## config.mk

```make
export PLATFORM = sky130hd
export DESIGN_NAME = obi_data_if_arbiter
export DESIGN_NICKNAME = d
export VERILOG_FILES = /design/src/rtl/obi_arb_pkg.sv /design/src/rtl/obi_pkg.sv /design/src/rtl/obi_arb_id_fifo.sv /design/src/rtl/obi_data_if_arbiter.sv
export SDC_FILE = /design/constraint.sdc
export NUM_CORES = 1
export LEC_CHECK = 0
export ABC_AREA = 1
export BUFFER_PORTS_ARGS = -buffer_cell sky130_fd_sc_hd__buf_2
export CORE_AREA = 2 2 162 164
export CTS_CLUSTER_SIZE = 20
export DETAILED_ROUTE_END_ITERATION = 10
export DIE_AREA = 0 0 164 166
export PLACE_DENSITY = 0.39
export SLEW_MARGIN = 5
export SYNTH_ARGS = -nofsm -noshare
export SYNTH_HDL_FRONTEND = slang
export SYNTH_SLANG_ARGS = --single-unit
```

## constraint.sdc

```tcl
create_clock -name clk_i -period 8.6 [get_ports clk_i]
set_clock_uncertainty 0.05 [all_clocks]
set_input_delay 0.86 -clock clk_i [delete_from_list [all_inputs] [get_ports clk_i]]
set_output_delay 0.86 -clock clk_i [all_outputs]
set_load 0.02 [all_outputs]
```

## src/rtl/obi_arb_pkg.sv

```systemverilog
// Helpers shared by the OBI data-port arbiter and its ID FIFO.
package obi_arb_pkg;

    // A single requester still needs a 1-bit ID so the FIFO has something to store.
    function automatic int unsigned id_width(input int unsigned n);
        return (n > 1) ? $clog2(n) : 1;
    endfunction

    localparam int unsigned MaxNumReq = 8;

    typedef logic [id_width(MaxNumReq)-1:0] arb_id_t;

endpackage

```

## src/rtl/obi_pkg.sv

```systemverilog
// OBI data channel request/response types shared by cores, arbiters and the bus.
package obi_pkg;

    typedef struct packed {
        logic        req;
        logic        we;
        logic [3:0]  be;
        logic [31:0] addr;
        logic [31:0] wdata;
    } obi_req_t;

    typedef struct packed {
        logic        gnt;
        logic        rvalid;
        logic [31:0] rdata;
    } obi_resp_t;

endpackage

```

## src/rtl/obi_arb_id_fifo.sv

```systemverilog
// In-order FIFO of requester IDs for granted-but-unanswered OBI transactions.
module obi_arb_id_fifo #(
    parameter int unsigned Width = 2,
    parameter int unsigned Depth = 4
) (
    input  logic             clk_i,
    input  logic             rst_i,
    input  logic             push_i,
    input  logic [Width-1:0] data_i,
    input  logic             pop_i,
    output logic             full_o,
    output logic             empty_o,
    output logic [Width-1:0] head_o
);

    localparam int unsigned PtrW = (Depth > 1) ? $clog2(Depth) : 1;
    localparam int unsigned CntW = $clog2(Depth) + 1;

    logic [Width-1:0] mem_q [Depth];
    logic [PtrW-1:0]  wr_q, wr_d, rd_q, rd_d;
    logic [CntW-1:0]  cnt_q, cnt_d;
    logic             do_push, do_pop;

    assign full_o  = (cnt_q == CntW'(Depth));
    assign empty_o = (cnt_q == '0);
    assign head_o  = mem_q[rd_q];
    assign do_push = push_i & ~full_o;
    assign do_pop  = pop_i & ~empty_o;

    // Depth need not fill the pointer range, so wrap explicitly.
    always_comb begin
        wr_d  = wr_q;
        rd_d  = rd_q;
        cnt_d = cnt_q;
        if (do_push) wr_d = (wr_q == PtrW'(Depth - 1)) ? '0 : wr_q + 1'b1;
        if (do_pop)  rd_d = (rd_q == PtrW'(Depth - 1)) ? '0 : rd_q + 1'b1;
        case ({do_push, do_pop})
            2'b10:   cnt_d = cnt_q + 1'b1;
            2'b01:   cnt_d = cnt_q - 1'b1;
            default: cnt_d = cnt_q;
        endcase
    end

    always_ff @(posedge clk_i) begin
        if (rst_i) begin
            wr_q  <= '0;
            rd_q  <= '0;
            cnt_q <= '0;
        end else begin
            wr_q  <= wr_d;
            rd_q  <= rd_d;
            cnt_q <= cnt_d;
        end
    end

    always_ff @(posedge clk_i) begin
        if (do_push) mem_q[wr_q] <= data_i;
    end

endmodule

```

## src/rtl/obi_data_if_arbiter.sv

```systemverilog
// Round-robin arbiter sharing one OBI data master port among NumReq requesters,
// with in-order routing of responses back to the issuing requester.
module obi_data_if_arbiter
    import obi_pkg::*;
    import obi_arb_pkg::*;
#(
    parameter int unsigned NumReq         = 3,
    parameter int unsigned MaxOutstanding = 4
) (
    input  logic                   clk_i,
    input  logic                   rst_i,
    input  obi_req_t  [NumReq-1:0] req_req_i,
    output obi_resp_t [NumReq-1:0] req_resp_o,
    output obi_req_t               mst_req_o,
    input  obi_resp_t              mst_resp_i,
    output logic                   idle_o,
    output logic                   rvalid_err_o
);

    localparam int unsigned IdW = id_width(NumReq);

    logic [IdW-1:0] rr_ptr_q, rr_ptr_d;
    logic [IdW-1:0] locked_id_q, locked_id_d;
    logic           lock_q, lock_d;
    logic           err_q, err_d;
    logic [IdW-1:0] winner, cand, head;
    logic           found, fwd, hs, pop, full, empty;

    // Winner defaults to rr_ptr so the forwarded fields stay deterministic when idle.
    always_comb begin
        winner = rr_ptr_q;
        found  = 1'b0;
        cand   = '0;
        if (lock_q) begin
            winner = locked_id_q;
            found  = 1'b1;
        end else begin
            for (int unsigned k = 0; k < NumReq; k++) begin
                cand = IdW'((rr_ptr_q + k) % NumReq);
                if (!found && req_req_i[cand].req) begin
                    winner = cand;
                    found  = 1'b1;
                end
            end
        end
    end

    // Full is registered state, so a same-cycle rvalid never reopens forwarding.
    assign fwd = found & req_req_i[winner].req & ~full & ~rst_i;
    assign hs  = fwd & mst_resp_i.gnt;
    assign pop = mst_resp_i.rvalid & ~empty & ~rst_i;

    always_comb begin
        mst_req_o     = req_req_i[winner];
        mst_req_o.req = fwd;
    end

    always_comb begin
        req_resp_o = '0;
        for (int i = 0; i < NumReq; i++) begin
            req_resp_o[i].gnt    = hs  && (winner == IdW'(i));
            req_resp_o[i].rvalid = pop && (head == IdW'(i));
            req_resp_o[i].rdata  = mst_resp_i.rdata;
        end
    end

    always_comb begin
        rr_ptr_d    = rr_ptr_q;
        lock_d      = lock_q;
        locked_id_d = locked_id_q;
        err_d       = err_q | (mst_resp_i.rvalid & empty);
        if (hs) begin
            lock_d   = 1'b0;
            rr_ptr_d = (winner == IdW'(NumReq - 1)) ? '0 : winner + 1'b1;
        end else if (fwd) begin
            lock_d      = 1'b1;
            locked_id_d = winner;
        end
    end

    always_ff @(posedge clk_i) begin
        if (rst_i) begin
            rr_ptr_q    <= '0;
            lock_q      <= 1'b0;
            locked_id_q <= '0;
            err_q       <= 1'b0;
        end else begin
            rr_ptr_q    <= rr_ptr_d;
            lock_q      <= lock_d;
            locked_id_q <= locked_id_d;
            err_q       <= err_d;
        end
    end

    obi_arb_id_fifo #(
        .Width (IdW),
        .Depth (MaxOutstanding)
    ) u_id_fifo (
        .clk_i   (clk_i),
        .rst_i   (rst_i),
        .push_i  (hs),
        .data_i  (winner),
        .pop_i   (pop),
        .full_o  (full),
        .empty_o (empty),
        .head_o  (head)
    );

    assign idle_o       = empty & ~lock_q;
    assign rvalid_err_o = err_q;

endmodule

```

==> out/qor.csv <==
stage;metric;value;unit
synthesis;number of synthesized register bits;23;
route;initial drt markers;235;
cts;hold_buf cts;0;
layout;layout cell share with drive strength beyond 1;0.398;
synthesis;post-synthesis instance area;3720;um^2
cts;clock transition at the registers of the reported paths;0.06;ns
setup_path;Slowest Stage Delay on Critical Path;0.55;ns
route;WL/cell;14.8;um
global_routing;GRT Overall Usage;0.118;
timing;Pins Over Slew Limit;0;
cts;CTS sink cnt;23;
synthesis;Yosys cell types;30;
synthesis;warning count from the yosys run;0;
setup_path;Crit Path Max Fanout;60;
cts;clk_lat worst skew;0.26;ns
cts;CTS resizes;0;
global_routing;first-pass GRT wire length;25400;um
global_routing;M3 GR Usage;0.0297;
placed_design;I/O Buffers;291;
die;core outline area;25600;um^2
setup_path;Crit path required time;7.69;ns
synthesis;syn avg cell area;5.85;um^2
timing;setup violators final;0;
layout;Util after Layout;0.188;
die;width of the die;164;um
setup_path;Crit. End Element;output pin;
synthesis;syn nets;893;
timing;Worst Max-Slew Pin Slew;0.859;ns
die;Initial Util;0.145;
setup_path;arrival time worst endpoint;3.69;ns
route;DR vias/cell;4.07;
global_routing;vias in the first global route;4553;
min_path;worst hold path class;flop to flop;
setup_path;slack of the worst reg-to-reg path;4.76;ns
global_routing;initial antenna violation count;1;
die;die area;27200;um^2
setup_path;Top cell by count, worst path;nand2_1;
layout;final std cells w/o fill;1135;
setup_path;CP cell instances;inv_1, ha_1, inv_2, nand2_1, nand3_1, nand2_2, nand2_2, inv_2, o21ai_1, nand2_1, nand2_1, nand2_4, nand2_1, inv_2, buf_4, nand2_1, nand3_1, buf_2;
layout;final net count;1058;
global_routing;Most Crowded Layer GR;met2;
cts;total setup buffers inserted after CTS;0;
route;total number of vias;4620;
timing;Max Freq;0.218;GHz
placed_design;dpl cells;1131;
route;DR DRC count;0;
setup_path;Critical Path Source Type;flop;
route;Pre-antenna DRT Iters;4;
die;Die Y;166;um
global_routing;met1 usage;0.137;
global_routing;grt met2 use;0.216;
layout;Syn-to-layout area delta;29.3;%
layout;commonest non-fill, non-tap cells in the layout;291 x buf_2, 220 x nand3_1, 128 x nand2_1, 38 x inv_1, 31 x nor2_1;
synthesis;Seq/Total Area, Yosys;0.145;
global_routing;GRT overflow;0;
timing;setup TNS;0;ns
timing;period utilization;0.534;
cts;maximum clock path buffer count;2;
timing;RSZ-0062 raised after global routing;false;
global_routing;pin count of the biggest net entering global routing;76;
layout;ANT cells;0;
setup_path;Critical-path top delay cell;buf_4;
route;final WL;16800;um
timing;Hold Fails Final Rpt;0;
placed_design;detailed placement HPWL;13300;um
timing;Final Critical Period;4.60;ns
run;max_cap viols;0;
cts;H-tree Lvls;1;
die;Ports;420;
synthesis;cell count after synthesis;636;
cts;CTS root buf;clkbuf_16;
cts;clock buffer count from CTS;3;
setup_path;Worst Path Class, Setup;flop to output pin;
timing;Worst slew margin;0.428;
route;ANT nets after route;0;
cts;CTS tree;built;
placed_design;GP Congestion;0.821;
die;Core Rows;59;
layout;commonest non-fill, non-tap cell in the layout;buf_2;
status;outcome;finished, final reports clean;
[registers in the layout, indices dropped and copies added, names as in the netlist, named ones only]
register         cells
u_id_fifo.mem_q      8
u_id_fifo.cnt_q      3
locked_id_q          2
rr_ptr_q             2
u_id_fifo.rd_q       2
u_id_fifo.wr_q       2
lock_q               1
rvalid_err_o         1
[routing by layer]
metal,up-vias,share of wire
met5,-,0
met4,0,0.018
met3,17,0.085
met2,237,0.50
met1,2032,0.39
li1,2334,-
[worst max-delay path, delay by kind of cell (launching register included)]
family | cells | cell delay [ns]
adders and majority gates | 1 | 0.42
and+or+nand+nor | 10 | 1.37
AOI/OAI and AO/OA | 1 | 0.06
buffers and inverters | 6 | 1.18
DFF | 1 | 0.39
[final timing paths]
path,startpoint,endpoint,cells after the start
hold / removal,rvalid_err_o,rvalid_err_o,2
setup / recovery,rr_ptr_q[0],mst_req_o[13],18
hold reg to reg,rvalid_err_o,rvalid_err_o,2
setup reg to reg,rr_ptr_q[0],u_id_fifo.cnt_q[2],24
[Yosys cell counts, drive strengths merged]
cell type	n	area, um^2
nand3b	1	7.51
edfxtp	8	240
nand3	221	1110
nor3	6	30.0
nand4	3	18.8
inv	43	161
fa	1	20.0
buf	109	806
nand2	137	537
dfxtp	15	300
a32oi	1	8.76
clkbuf	27	101
a32o	1	10.0
clkinv	1	3.75
nor4	1	6.26
ha	10	125
or2	1	6.26
a21oi	10	50.1
o211a	1	10.0
nor2	34	140
o21ai	5	25.0
[logic make-up after synthesis]
family | synth area share
AOI/OAI and AO/OA | 0.0279
adders and majority gates | 0.0390
buffers and inverters | 0.288
DFF | 0.145
and+or+nand+nor | 0.499
[cell type report]
class	count	area, um^2
inverter	44	165
tap	335	419
sequential	23	541
multi-input combinational	433	2110
fill	3005	20800
clock buffer	3	75.1
clock inverter	1	5.00
timing repair buffer	296	1490
[metrics by stage]
step,cell area (um^2),hold slack [ns],setup WS (ns)
after floorplan,3720,0.412,5.24
after global placement,4730,0.393,4.09
after detailed placement,4730,0.400,4.13
after CTS,4810,0.410,3.98
after global routing,4810,0.426,3.56
final,4810,0.401,4.00
Power is not shown: default switching activity piles up to over one toggle a cycle in this logic, so the estimate is an artifact.
